==> src/rtl/speed_meter.sv <==
// Encoder pulse-rate meter: synchronises and debounces enc_in, counts filtered rising
// edges over a fixed gate window and publishes the count with a one-cycle done strobe.
module speed_meter #(
    parameter int WIDTH_SPEED = 14,
    parameter int GATE_CYCLES = 1000,
    parameter int FILTER_LEN  = 4
) (
    input  logic                   clk,
    input  logic                   reset,
    input  logic                   enable,
    input  logic                   enc_in,
    output logic [WIDTH_SPEED-1:0] speed,
    output logic                   done,
    output logic                   overflow
);
    localparam int GATE_W = (GATE_CYCLES > 1) ? $clog2(GATE_CYCLES) : 1;
    localparam int RUN_W  = $clog2(FILTER_LEN + 1);
    localparam logic [GATE_W-1:0]      GATE_LAST = GATE_W'(GATE_CYCLES - 1);
    localparam logic [RUN_W-1:0]       RUN_LAST  = RUN_W'(FILTER_LEN - 1);
    localparam logic [WIDTH_SPEED-1:0] CNT_MAX   = '1;

    typedef enum logic [1:0] {
        S_IDLE,
        S_MEASURE,
        S_REPORT
    } state_t;

    state_t                 r_state;
    state_t                 w_state_next;
    logic                   r_sync1;
    logic                   r_sync2;
    logic                   r_filt_level;
    logic [RUN_W-1:0]       r_filt_run;
    logic [GATE_W-1:0]      r_gate_cnt;
    logic [WIDTH_SPEED-1:0] r_pulse_cnt;
    logic                   r_sat;
    logic [WIDTH_SPEED-1:0] r_speed;
    logic                   r_overflow;

    logic                   w_rise;
    logic                   w_at_max;
    logic [WIDTH_SPEED-1:0] w_pulse_inc;
    logic                   w_sat_inc;

    // Synchroniser and level filter run in every state; only the counters are gated.
    always_ff @(posedge clk) begin
        if (reset) begin
            r_sync1      <= 1'b0;
            r_sync2      <= 1'b0;
            r_filt_level <= 1'b0;
            r_filt_run   <= '0;
        end else begin
            r_sync1 <= enc_in;
            r_sync2 <= r_sync1;
            if (r_sync2 == r_filt_level) begin
                r_filt_run <= '0;
            end else if (r_filt_run == RUN_LAST) begin
                r_filt_level <= ~r_filt_level;
                r_filt_run   <= '0;
            end else begin
                r_filt_run <= r_filt_run + 1'b1;
            end
        end
    end

    // The edge is counted on the same clock edge that flips the filter level to 1.
    assign w_rise      = ~r_filt_level & r_sync2 & (r_filt_run == RUN_LAST);
    assign w_at_max    = (r_pulse_cnt == CNT_MAX);
    assign w_pulse_inc = (w_rise && !w_at_max) ? r_pulse_cnt + 1'b1 : r_pulse_cnt;
    assign w_sat_inc   = r_sat | (w_rise & w_at_max);

    always_ff @(posedge clk) begin
        if (reset) begin
            r_state <= S_IDLE;
        end else begin
            r_state <= w_state_next;
        end
    end

    always_comb begin
        w_state_next = r_state;
        case (r_state)
            S_IDLE:    if (enable) w_state_next = S_MEASURE;
            S_MEASURE: begin
                if (!enable) begin
                    w_state_next = S_IDLE;
                end else if (r_gate_cnt == GATE_LAST) begin
                    w_state_next = S_REPORT;
                end
            end
            S_REPORT:  w_state_next = enable ? S_MEASURE : S_IDLE;
            default:   w_state_next = S_IDLE;
        endcase
    end

    // Results are loaded on entry to REPORT so speed/overflow are valid alongside done.
    always_ff @(posedge clk) begin
        if (reset) begin
            r_gate_cnt  <= '0;
            r_pulse_cnt <= '0;
            r_sat       <= 1'b0;
            r_speed     <= '0;
            r_overflow  <= 1'b0;
        end else begin
            case (r_state)
                S_MEASURE: begin
                    if (!enable) begin
                        r_gate_cnt  <= '0;
                        r_pulse_cnt <= '0;
                        r_sat       <= 1'b0;
                    end else if (r_gate_cnt == GATE_LAST) begin
                        r_speed     <= w_pulse_inc;
                        r_overflow  <= w_sat_inc;
                        r_gate_cnt  <= '0;
                        r_pulse_cnt <= '0;
                        r_sat       <= 1'b0;
                    end else begin
                        r_gate_cnt  <= r_gate_cnt + 1'b1;
                        r_pulse_cnt <= w_pulse_inc;
                        r_sat       <= w_sat_inc;
                    end
                end
                S_REPORT: begin
                    r_gate_cnt <= '0;
                    if (enable) begin
                        r_pulse_cnt <= w_pulse_inc;
                        r_sat       <= w_sat_inc;
                    end else begin
                        r_pulse_cnt <= '0;
                        r_sat       <= 1'b0;
                    end
                end
                default: begin
                    r_gate_cnt  <= '0;
                    r_pulse_cnt <= '0;
                    r_sat       <= 1'b0;
                end
            endcase
        end
    end

    assign speed    = r_speed;
    assign overflow = r_overflow;
    assign done     = (r_state == S_REPORT);

endmodule

==> config.mk <==
export PLATFORM = sky130hd
export DESIGN_NAME = speed_meter
export DESIGN_NICKNAME = d
export VERILOG_FILES = /design/src/rtl/speed_meter.sv
export SDC_FILE = /design/constraint.sdc
export NUM_CORES = 1
export LEC_CHECK = 0
export ABC_AREA = 0
export CAP_MARGIN = 20
export CORE_MARGIN = 5
export CORE_UTILIZATION = 38
export DETAILED_ROUTE_END_ITERATION = 8
export MAX_ROUTING_LAYER = met4
export PLACE_DENSITY = 0.56
export SYNTH_ARGS = -nofsm -noshare
export SYNTH_HDL_FRONTEND = slang
export SYNTH_SLANG_ARGS = --single-unit
==> constraint.sdc <==
create_clock -name clk -period 2.27 [get_ports clk]
set_input_delay 0.681 -clock clk [delete_from_list [all_inputs] [get_ports clk]]
set_output_delay 0.681 -clock clk [all_outputs]
set_load 0.05 [all_outputs]
==> results of run 1 <==
[kinds of logic after synthesis]
logic type               count (synthesis)  synth area share [%]
XOR/XNOR                                16                  6.50
adder cells (fa/ha/maj)                  9                  5.23
AND/OR/NAND/NOR                        109                  27.1
multiplexers                             3                  1.45
buffers and inverters                   14                  3.19
AO/OA/AOI/OAI                           32                  11.9
flip-flops                              48                  44.6
[placed cells by master, fill, tap and decap left out, types with 5 or more instances in the layout]
master,n
dfxtp_1,48
nor2_1,46
clkdlybuf4s50_1,18
xnor2_1,12
nand2_1,9
nand3_1,9
ha_1,9
a211oi_2,8
inv_1,7
nand2b_1,6
nor3_1,6
buf_4,6
nor2b_1,5
or3_1,5
o21ai_0,5
a21oi_1,5
clkbuf_8,5
[per-stage QoR]
stage	std cells	hold WS, ns	setup WS [ns]
after CTS	329	0.438	0.113
after detailed placement	321	0.424	0.0550
final	329	0.431	0.139
after global routing	329	0.460	0.0750
after global placement	321	0.418	0.0771
after floorplan	231	0.407	0.563
[metal layers]
layer | vias up | track usage, % | wire [um]
li1 | 860 | - | -
met1 | 740 | 15.4 | 1990
met2 | 14 | 19.0 | 1800
met3 | 7 | 2.91 | 105
met4 | 0 | 3.88 | 61
met5 | - | - | 0
[power by group through the flow]
stage	clock (W)	combinational (W)	sequential (W)
2_1_floorplan	0	0.0000340	0.000870
3_3_place_gp	0	0.0000504	0.000871
3_5_place_dp	0	0.0000509	0.000871
4_1_cts	0.000623	0.0000512	0.000851
5_1_grt	0.000661	0.0000571	0.000852
6_report	0.000593	0.0000503	0.000850
[sequential cells by signal, summed over array words and instances, names as in the netlist]
register and cells:
r_filt_run 3, r_sync1 1, r_sat 1, r_pulse_cnt 14
overflow 1, r_filt_level 1, r_state 2, r_gate_cnt 10
speed 14, r_sync2 1
[layout make-up]
type / count / share of cell area, %
multi-input cells: 169 / 44.0
clock buffers: 6 / 2.84
repair buffers: 25 / 9.60
clock inverters: 2 / 1.37
well taps: 72 / 3.53
flip-flops and latches: 48 / 37.6
inverters: 7 / 1.03
[path summary, 6_finish.rpt]
path                      start             to  depth (start not counted)
setup / recovery       speed[7]       speed[7]                          1
hold / removal    r_filt_run[0]  r_filt_run[0]                          1
setup reg to reg  r_filt_run[0]      speed[12]                          7
hold reg to reg   r_filt_run[0]  r_filt_run[0]                          1
==> out/results.tsv, run 1 <==
stage	metric	value	unit
run_status	status	finished, final reports clean	
layout	Reg area	961	sq um
global_route	pin count of the biggest net entering global routing	17	
clock_network	clock root buffer	clkbuf_8	
route	DR vias	1621	
synthesis	Post-synth ARST share	0	%
floorplan	Die X	85.3	um
route	wire length per cell	12.0	um
clock_network	clk sinks	48	
setup_path	Slowest cell on crit path	clkdlybuf4s50_1	
power_and_ir_drop	NetSw	0.000300	W
timing	fin crit period	2.13	ns
setup_path	endpoint kind of the worst setup timing path	output port	
timing	slew margin rel.	66.2	%
synthesis	Yosys reg bits	48	
global_route	initial antenna violation count	0	
floorplan	die span in y	85.3	um
synthesis	post-synth top area cell	dfxtp_1	
clock_network	CTS tree	done	
setup_path	crit path cell chain	clkdlybuf4s50_1	
route	drt drc	0	
layout	ratio of cells with drive above 1 in the final layout	12.5	%
layout	Ant. Diodes	0	
place	Final Wtd Congestion	0.846	
clock_network	post-CTS sizing	0	
setup_path	kind of critical path	reg -> out	
synthesis	Cells after Synth	231	
timing	Setup Skew	0.00337	ns
global_route	Congestion Overflow GR	0	
power_and_ir_drop	Combinational Power Share	3.4	%
power_and_ir_drop	Cell Pwr Density	585	nW/um^2
power_and_ir_drop	Power Internal	0.00119	W
route	remaining antenna violation count after routing	0	
place	Post-Place Cell Area	2450	sq um
clock_network	H-tree levels	2	
synthesis	Post-synth EDFFs	0	
power_and_ir_drop	Lkg Pwr	0.868	nW
setup_path	r2r setup slk	0.34	ns
synthesis	Synth top area share	44.6	%
route	vias per cell	4.93	
floorplan	row cnt	27	
floorplan	die footprint	7280	sq um
setup_path	worst-path maximum fanout	2	
setup_path	CP Launch Type	flop	
power_and_ir_drop	Tot Pwr	0.00149	W
global_route	Global Route Usage Sum	12.2	%
synthesis	library cells used by synthesis	41	
timing	Finish-stage setup viols	0	
clock_network	cts hold-fix bufs	0	
setup_path	CP bufs+invs	1	
synthesis	Post-Syn Area per Cell	9.33	sq um
min_path	worst min path class	reg -> reg	
timing	Final Hold Viols	0	
timing	Worst-Margin Slew	0.503	ns
clock_network	clk_lat worst skew	0.29	ns
layout	area occupied by multi-input gates	1120	sq um
layout	Post-layout nets	269	
layout	Fillers	567	
global_route	first-pass GRT wire length	7000	um
setup_path	Worst EP required	1.59	ns
synthesis	synth warn	0	
layout	P&R area growth vs syn	18.6	%
synthesis	ys flop type	dfxtp_1	
synthesis	Syn Nets	244	
route	WL final	3960	um
power_and_ir_drop	sequential share of power	56.9	%
layout	post-route cell area	2550	sq um
synthesis	Post-synth top cells	dfxtp_1, nor2_1, xnor2_1	
place	DP HPWL	2940	um
floorplan	IO Pins	20	
floorplan	Starting Density	39.1	%
route	DR pass1 iterations	4	
clock_network	clk slew on worst S/H paths	0.08	ns
run	max_cap viols	0	
timing	RSZ-0062 raised after global routing	false	
clock_network	postcts setup bufs	0	
timing	final setup TNS	0	ns
timing	Max Clk Rate	469	MHz
setup_path	largest stage delay on the critical path	0.81	ns
synthesis	most common cell in the netlist	dfxtp_1	
power_and_ir_drop	Max rail drop VDD	307	uV
clock_network	maximum clock path buffer count	2	
timing	number of max-slew violations in the final report	0	
synthesis	sequential fraction of the synthesis area	44.6	%
clock_network	Num CTS Buffers	5	
floorplan	core area	5510	sq um
route	initial DRC count	68	
timing	period utilisation layout	93.9	%
power_and_ir_drop	Clock power frac	39.7	%
layout	Final Core Density	46.4	%
power_and_ir_drop	switching share of power	20.0	%
synthesis	mapped cell area	2150	sq um
place	IO buf count	19	
synthesis	synth top area cells	dfxtp_1, nor2_1, ha_1	
setup_path	WP data arrival	1.45	ns
setup_path	crit-path leading delay family	buffers and inverters	
global_route	vias in the first global route	1544	
No activity file was read; power rests on OpenSTA's default activity.
==> inputs of run 2 (changes only) <==
--- a/config.mk
+++ b/config.mk
@@ -7,11 +7,11 @@
 export LEC_CHECK = 0
 export ABC_AREA = 0
 export CAP_MARGIN = 20
-export CORE_MARGIN = 5
 export CORE_UTILIZATION = 38
 export DETAILED_ROUTE_END_ITERATION = 8
 export MAX_ROUTING_LAYER = met4
 export PLACE_DENSITY = 0.56
+export REMOVE_ABC_BUFFERS = 1
 export SYNTH_ARGS = -nofsm -noshare
 export SYNTH_HDL_FRONTEND = slang
 export SYNTH_SLANG_ARGS = --single-unit
==> run 2 against run 1 <==
Compared with the run above: wire length down 3.3%; sequential share of layout area unchanged; first-iteration DRC count rose by 38%; setup slack got worse by 0.0071 ns; global-route usage grew 2.4 points; clock power barely moved; die area down 18%; critical endpoint is now speed[8]; critical path type unchanged; non-clock buffer count stayed put; total power increased by 0.33%.
==> out/results.tsv, run 2 (synthesized netlist as in run 1, its figures left out) <==
stage	metric	value	unit	change
setup_path	kind of critical path	reg -> out		
setup_path	crit-path leading delay family	buffers and inverters		
layout	Ant. Diodes	0		unchanged
min_path	HP Start	r_filt_run[0]		
floorplan	die span in y	77.3	um	-9.4%
setup_path	worst-path maximum fanout	2		unchanged
route	DR pass1 iterations	4		unchanged
run	max_cap viols	0		unchanged
power_and_ir_drop	Lkg Pwr	0.867	nW	-0.13%
clock_network	H-tree levels	2		unchanged
timing	Hold Slack	0.435	ns	+0.00411 ns
global_route	Global Route Usage Sum	14.5	%	+2.4 points
place	Final Wtd Congestion	0.838		-0.97%
timing	RSZ-0062 raised after global routing	false		
layout	Post-layout nets	269		unchanged
route	vias per cell	4.91		-0.43%
timing	final setup TNS	0	ns	unchanged
clock_network	clock root buffer	clkbuf_8		
timing	Max Clk Rate	468	MHz	-0.33%
setup_path	crit path from	speed[8]		
clock_network	maximum clock path buffer count	2		unchanged
setup_path	crit path cell chain	clkdlybuf4s50_1		
route	remaining antenna violation count after routing	0		unchanged
clock_network	postcts setup bufs	0		unchanged
route	WL final	3830	um	-3.3%
floorplan	row cnt	27		unchanged
floorplan	IO Pins	20		unchanged
global_route	pin count of the biggest net entering global routing	24		+7
timing	Setup WS post-layout	0.132	ns	-0.00713 ns
floorplan	Starting Density	39.4	%	+0.24 points
global_route	vias in the first global route	1585		+2.7%
floorplan	core area	5470	sq um	-0.61%
route	wire length per cell	11.6	um	-3.3%
route	initial DRC count	94		+38%
run_status	status	finished, final reports clean		
timing	Worst-Margin Slew	0.499	ns	-0.00341 ns
place	post-place setup slack	0.106	ns	+0.0507 ns
min_path	worst min path class	reg -> reg		
min_path	Worst Hold Depth	1		unchanged
timing	fin crit period	2.14	ns	+0.00713 ns
setup_path	RR Endpoint	speed[12]		
power_and_ir_drop	Max rail drop VDD	279	uV	-9.1%
setup_path	reg-to-reg startpoint	r_filt_run[0]		
layout	Final Core Density	46.7	%	+0.29 points
clock_network	clk slew on worst S/H paths	0.08	ns	about the same
place	IO buf count	19		unchanged
setup_path	r2r worst-path depth	7		unchanged
layout	most frequent cells in the layout	dfxtp_1, nor2_1, clkdlybuf4s50_1, xnor2_1		
setup_path	CP bufs+invs	1		unchanged
place	dpl cells	321		unchanged
timing	Finish-stage setup viols	0		unchanged
floorplan	Die X	77.3	um	-9.4%
global_route	initial antenna violation count	0		unchanged
clock_network	Num CTS Buffers	5		unchanged
timing	Final Hold Viols	0		unchanged
setup_path	CP Launch Type	flop		
layout	most common cell after layout, fill and taps aside	dfxtp_1		
power_and_ir_drop	Cell Pwr Density	587	nW/um^2	+0.33%
clock_network	cts hold-fix bufs	0		unchanged
route	DR vias	1614		-0.43%
layout	ratio of cells with drive above 1 in the final layout	12.5	%	unchanged
setup_path	largest stage delay on the critical path	0.81	ns	about the same
timing	period utilisation layout	94.2	%	+0.31 points
clock_network	clk_lat worst skew	0.30	ns	about the same
place	DP HPWL	2820	um	-4.2%
global_route	Congestion Overflow GR	0		unchanged
clock_network	clk sinks	48		unchanged
setup_path	endpoint kind of the worst setup timing path	output port		
clock_network	CTS tree	done		
setup_path	r2r setup slk	0.32	ns	-0.02 ns
timing	Setup Skew	0.00554	ns	+0.00218 ns
min_path	hold path endpoint	r_filt_run[0]		
setup_path	WP data arrival	1.46	ns	about the same
setup_path	Slowest cell on crit path	clkdlybuf4s50_1		
global_route	first-pass GRT wire length	6760	um	-3.3%
setup_path	Worst EP required	1.59	ns	about the same
timing	number of max-slew violations in the final report	0		unchanged
layout	Finished Layout Cells	329		unchanged
route	drt drc	0		unchanged
timing	slew margin rel.	66.6	%	+0.43 points
layout	P&R area growth vs syn	18.6	%	unchanged
clock_network	post-CTS sizing	0		unchanged
floorplan	die footprint	5980	sq um	-18%
-- run 2: cell counts in the layout (fill, tap and decap cells not counted) --
Identical to the previous run, type by type.
-- run 2: final cells by class --
class | count | area, sq um
Multi-Input combinational cell | 169 | 1120
Tap cell | 72 | 90.1
Sequential cell | 48 | 961
Fill cell | 562 | 2920
Timing Repair Buffer | 25 | 245
Inverter | 7 | 26.3
Clock inverter | 2 | 35.0
Clock buffer | 6 | 72.6
-- run 2: per-stage QoR --
step	total power, W	cell area (sq um)
2_1_floorplan	0.000896	2110
3_3_place_gp	0.000924	2450
3_5_place_dp	0.000924	2450
4_1_cts	0.00153	2550
5_1_grt	0.00156	2550
6_report	0.00150	2550
-- run 2: worst max path at each step --
| stage | slack [ns] | endpoint | cells past startpoint |
|---|---|---|---|
| final | 0.13 | speed[8] | 1 |
| after global routing | 0.08 | speed[12] | 7 |
| after CTS | 0.12 | overflow | 1 |
| after detailed placement | 0.11 | speed[7] | 6 |
| after global placement | 0.19 | speed[6] | 6 |
| after floorplan | 0.45 | r_pulse_cnt[0] | 5 |
-- run 2: layer usage --
| metal | vias to the layer above | wire length (um) | track usage (%) |
|---|---|---|---|
| li1 | 854 | - | - |
| met1 | 738 | 1850 | 16.6 |
| met2 | 14 | 1830 | 24.8 |
| met3 | 8 | 79 | 2.86 |
| met4 | 0 | 68 | 5.66 |
| met5 | - | 0 | - |
-- run 2: report_power, final --
group          internal (W)  switching (W)
logic             0.0000226      0.0000296
clock network      0.000327       0.000269
registers          0.000847     0.00000414
total               0.00120       0.000303
==> inputs of run 3 (changes only) <==
--- a/config.mk
+++ b/config.mk
@@ -9,8 +9,9 @@
 export CAP_MARGIN = 20
 export CORE_UTILIZATION = 38
 export DETAILED_ROUTE_END_ITERATION = 8
+export DONT_BUFFER_PORTS = 1
 export MAX_ROUTING_LAYER = met4
-export PLACE_DENSITY = 0.56
+export PLACE_DENSITY = 0.51
 export REMOVE_ABC_BUFFERS = 1
 export SYNTH_ARGS = -nofsm -noshare
 export SYNTH_HDL_FRONTEND = slang
==> run 3 against run 2 <==
Compared with the run above: critical path depth up 5; critical path type is now reg -> reg; cell count down 7.0%; sequential cell count unchanged; core utilization down 4.2 points; register-to-register slack better by 0.02 ns; combinational power down 38%; sequential share of layout area up 3.7 points; non-clock buffer count down 23.
==> out/results.tsv, run 3 (synthesized netlist as in run 1, its figures left out) <==
stage	metric	value	unit	change
run_status	status	finished, final reports clean		
layout	ratio of cells with drive above 1 in the final layout	11.5	%	-0.91 points
min_path	worst min path class	reg -> reg		
place	DP HPWL	2760	um	-2.1%
route	DR vias	1523		-5.6%
layout	most frequent cells in the layout	dfxtp_1, nor2_1, xnor2_1		
clock_network	cts hold-fix bufs	0		unchanged
global_route	initial antenna violation count	0		unchanged
timing	fin crit period	1.93	ns	-0.209 ns
clock_network	H-tree levels	2		unchanged
place	IO buf count	0		-19
place	Final Wtd Congestion	0.811		-3.2%
floorplan	Starting Density	39.4	%	unchanged
power_and_ir_drop	Max rail drop VDD	218	uV	-22%
global_route	Global Route Usage Sum	15.5	%	+1.0 points
setup_path	endpoint kind of the worst setup timing path	flop		
global_route	routing usage on met3	5.36	%	+2.5 points
floorplan	Die X	77.3	um	unchanged
global_route	GR Util met1	18.4	%	+1.8 points
timing	Finish-stage setup viols	0		unchanged
route	DR pass1 iterations	4		unchanged
clock_network	CTS tree	done		
clock_network	Num CTS Buffers	5		unchanged
global_route	Congestion Overflow GR	0		unchanged
floorplan	core area	5470	sq um	unchanged
route	drt drc	0		unchanged
setup_path	worst-path maximum fanout	24		+22
floorplan	die span in y	77.3	um	unchanged
clock_network	clock root buffer	clkbuf_8		
timing	Hold Slack	0.433	ns	-0.00202 ns
run	max_cap viols	0		unchanged
route	vias per cell	4.98		+1.5%
global_route	vias in the first global route	1512		-4.6%
setup_path	WP data arrival	2.13	ns	+0.67 ns
setup_path	RR Endpoint	speed[12]		
timing	Worst-Margin Slew	0.551	ns	+0.0521 ns
floorplan	row cnt	27		unchanged
timing	final setup TNS	0	ns	unchanged
min_path	hold path endpoint	r_filt_run[0]		
layout	Ant. Diodes	0		unchanged
global_route	pin count of the biggest net entering global routing	27		+13%
layout	P&R area growth vs syn	7.90	%	
setup_path	CP Launch Type	flop		
min_path	Worst Hold Depth	1		unchanged
setup_path	Worst EP required	2.47	ns	+0.88 ns
power_and_ir_drop	Cell Pwr Density	641	nW/um^2	+9.2%
layout	Post-layout nets	246		-8.6%
clock_network	postcts setup bufs	0		unchanged
clock_network	clk sinks	48		unchanged
timing	Max Clk Rate	519	MHz	+11%
route	wire length per cell	12.8	um	+11%
min_path	HP Start	r_filt_run[0]		
clock_network	clk_lat worst skew	0.30	ns	about the same
timing	RSZ-0062 raised after global routing	false		
route	WL final	3930	um	+2.8%
power_and_ir_drop	Tot Pwr	0.00149	W	-0.64%
timing	Setup Skew	0.00476	ns	-0.000785 ns
route	initial DRC count	54		-43%
setup_path	kind of critical path	reg -> reg		
global_route	routing usage on met2	23.6	%	-1.2 points
timing	Final Hold Viols	0		unchanged
clock_network	maximum clock path buffer count	2		unchanged
global_route	first-pass GRT wire length	7050	um	+4.3%
timing	slew margin rel.	63.3	%	-3.4 points
floorplan	die footprint	5980	sq um	unchanged
timing	period utilisation layout	85.0	%	-9.2 points
setup_path	r2r worst-path depth	6		-1
power_and_ir_drop	Lkg Pwr	0.778	nW	-10%
timing	number of max-slew violations in the final report	0		unchanged
setup_path	reg-to-reg startpoint	r_gate_cnt[0]		
global_route	grt peak-use layer	met2		
floorplan	IO Pins	20		unchanged
clock_network	clk slew on worst S/H paths	0.09	ns	about the same
route	remaining antenna violation count after routing	0		unchanged
clock_network	post-CTS sizing	0		unchanged
layout	most common cell after layout, fill and taps aside	dfxtp_1		
setup_path	r2r setup slk	0.34	ns	+0.02 ns
layout	Final Core Density	42.5	%	-4.2 points
## run 3: cell count changes in the layout (fill, tap and decap cells not counted), sizes merged
cell / change
clkdlybuf4s50: -18
buf: -5
## run 3: critical path, cell delays in order, from the launching register on
cell     delay, ns
dfxtp_1       0.38
ha_1          0.24
nand2_1       0.10
or4_4         0.48
nor2_8        0.35
mux2i_1       0.23
nor2_1        0.05
## run 3: cell type report
cell class	instances	area [sq um]
multi-input cells	169	1120
fillers	555	3150
well taps	72	90.1
clock buffers	6	72.6
inverters	7	26.3
clock inverters	2	35.0
flip-flops and latches	48	961
repair buffers	2	15.0
## run 3: metrics by stage
step | instances | area, sq um | setup slack, ns
2_1_floorplan | 224 | 2110 | 0.448
3_3_place_gp | 298 | 2220 | 0.347
3_5_place_dp | 298 | 2220 | 0.342
4_1_cts | 306 | 2320 | 0.326
5_1_grt | 306 | 2320 | 0.147
6_report | 306 | 2320 | 0.341
## run 3: layer usage
layer | vias to the layer above | share of wire [%]
met5 | - | 0
met4 | 0 | 1.9
met3 | 7 | 4.9
met2 | 19 | 44
met1 | 692 | 49
li1 | 805 | -
## run 3: how the worst max path moves through the flow
stage	from	end	slack, ns
after floorplan	r_state[0]	r_pulse_cnt[0]	0.45
after global placement	r_gate_cnt[0]	speed[12]	0.35
after detailed placement	r_gate_cnt[0]	speed[12]	0.34
after CTS	r_gate_cnt[0]	speed[12]	0.33
after global routing	r_gate_cnt[0]	speed[0]	0.15
final	r_gate_cnt[0]	speed[12]	0.34
## run 3: report_power, final
group	internal, W	switching, W	total [W]	leakage [nW]
logic	0.0000129	0.0000195	0.0000324	0.335
clock network	0.000327	0.000279	0.000606	0.0552
registers	0.000847	0.00000402	0.000851	0.387
total	0.00119	0.000303	0.00149	0.778
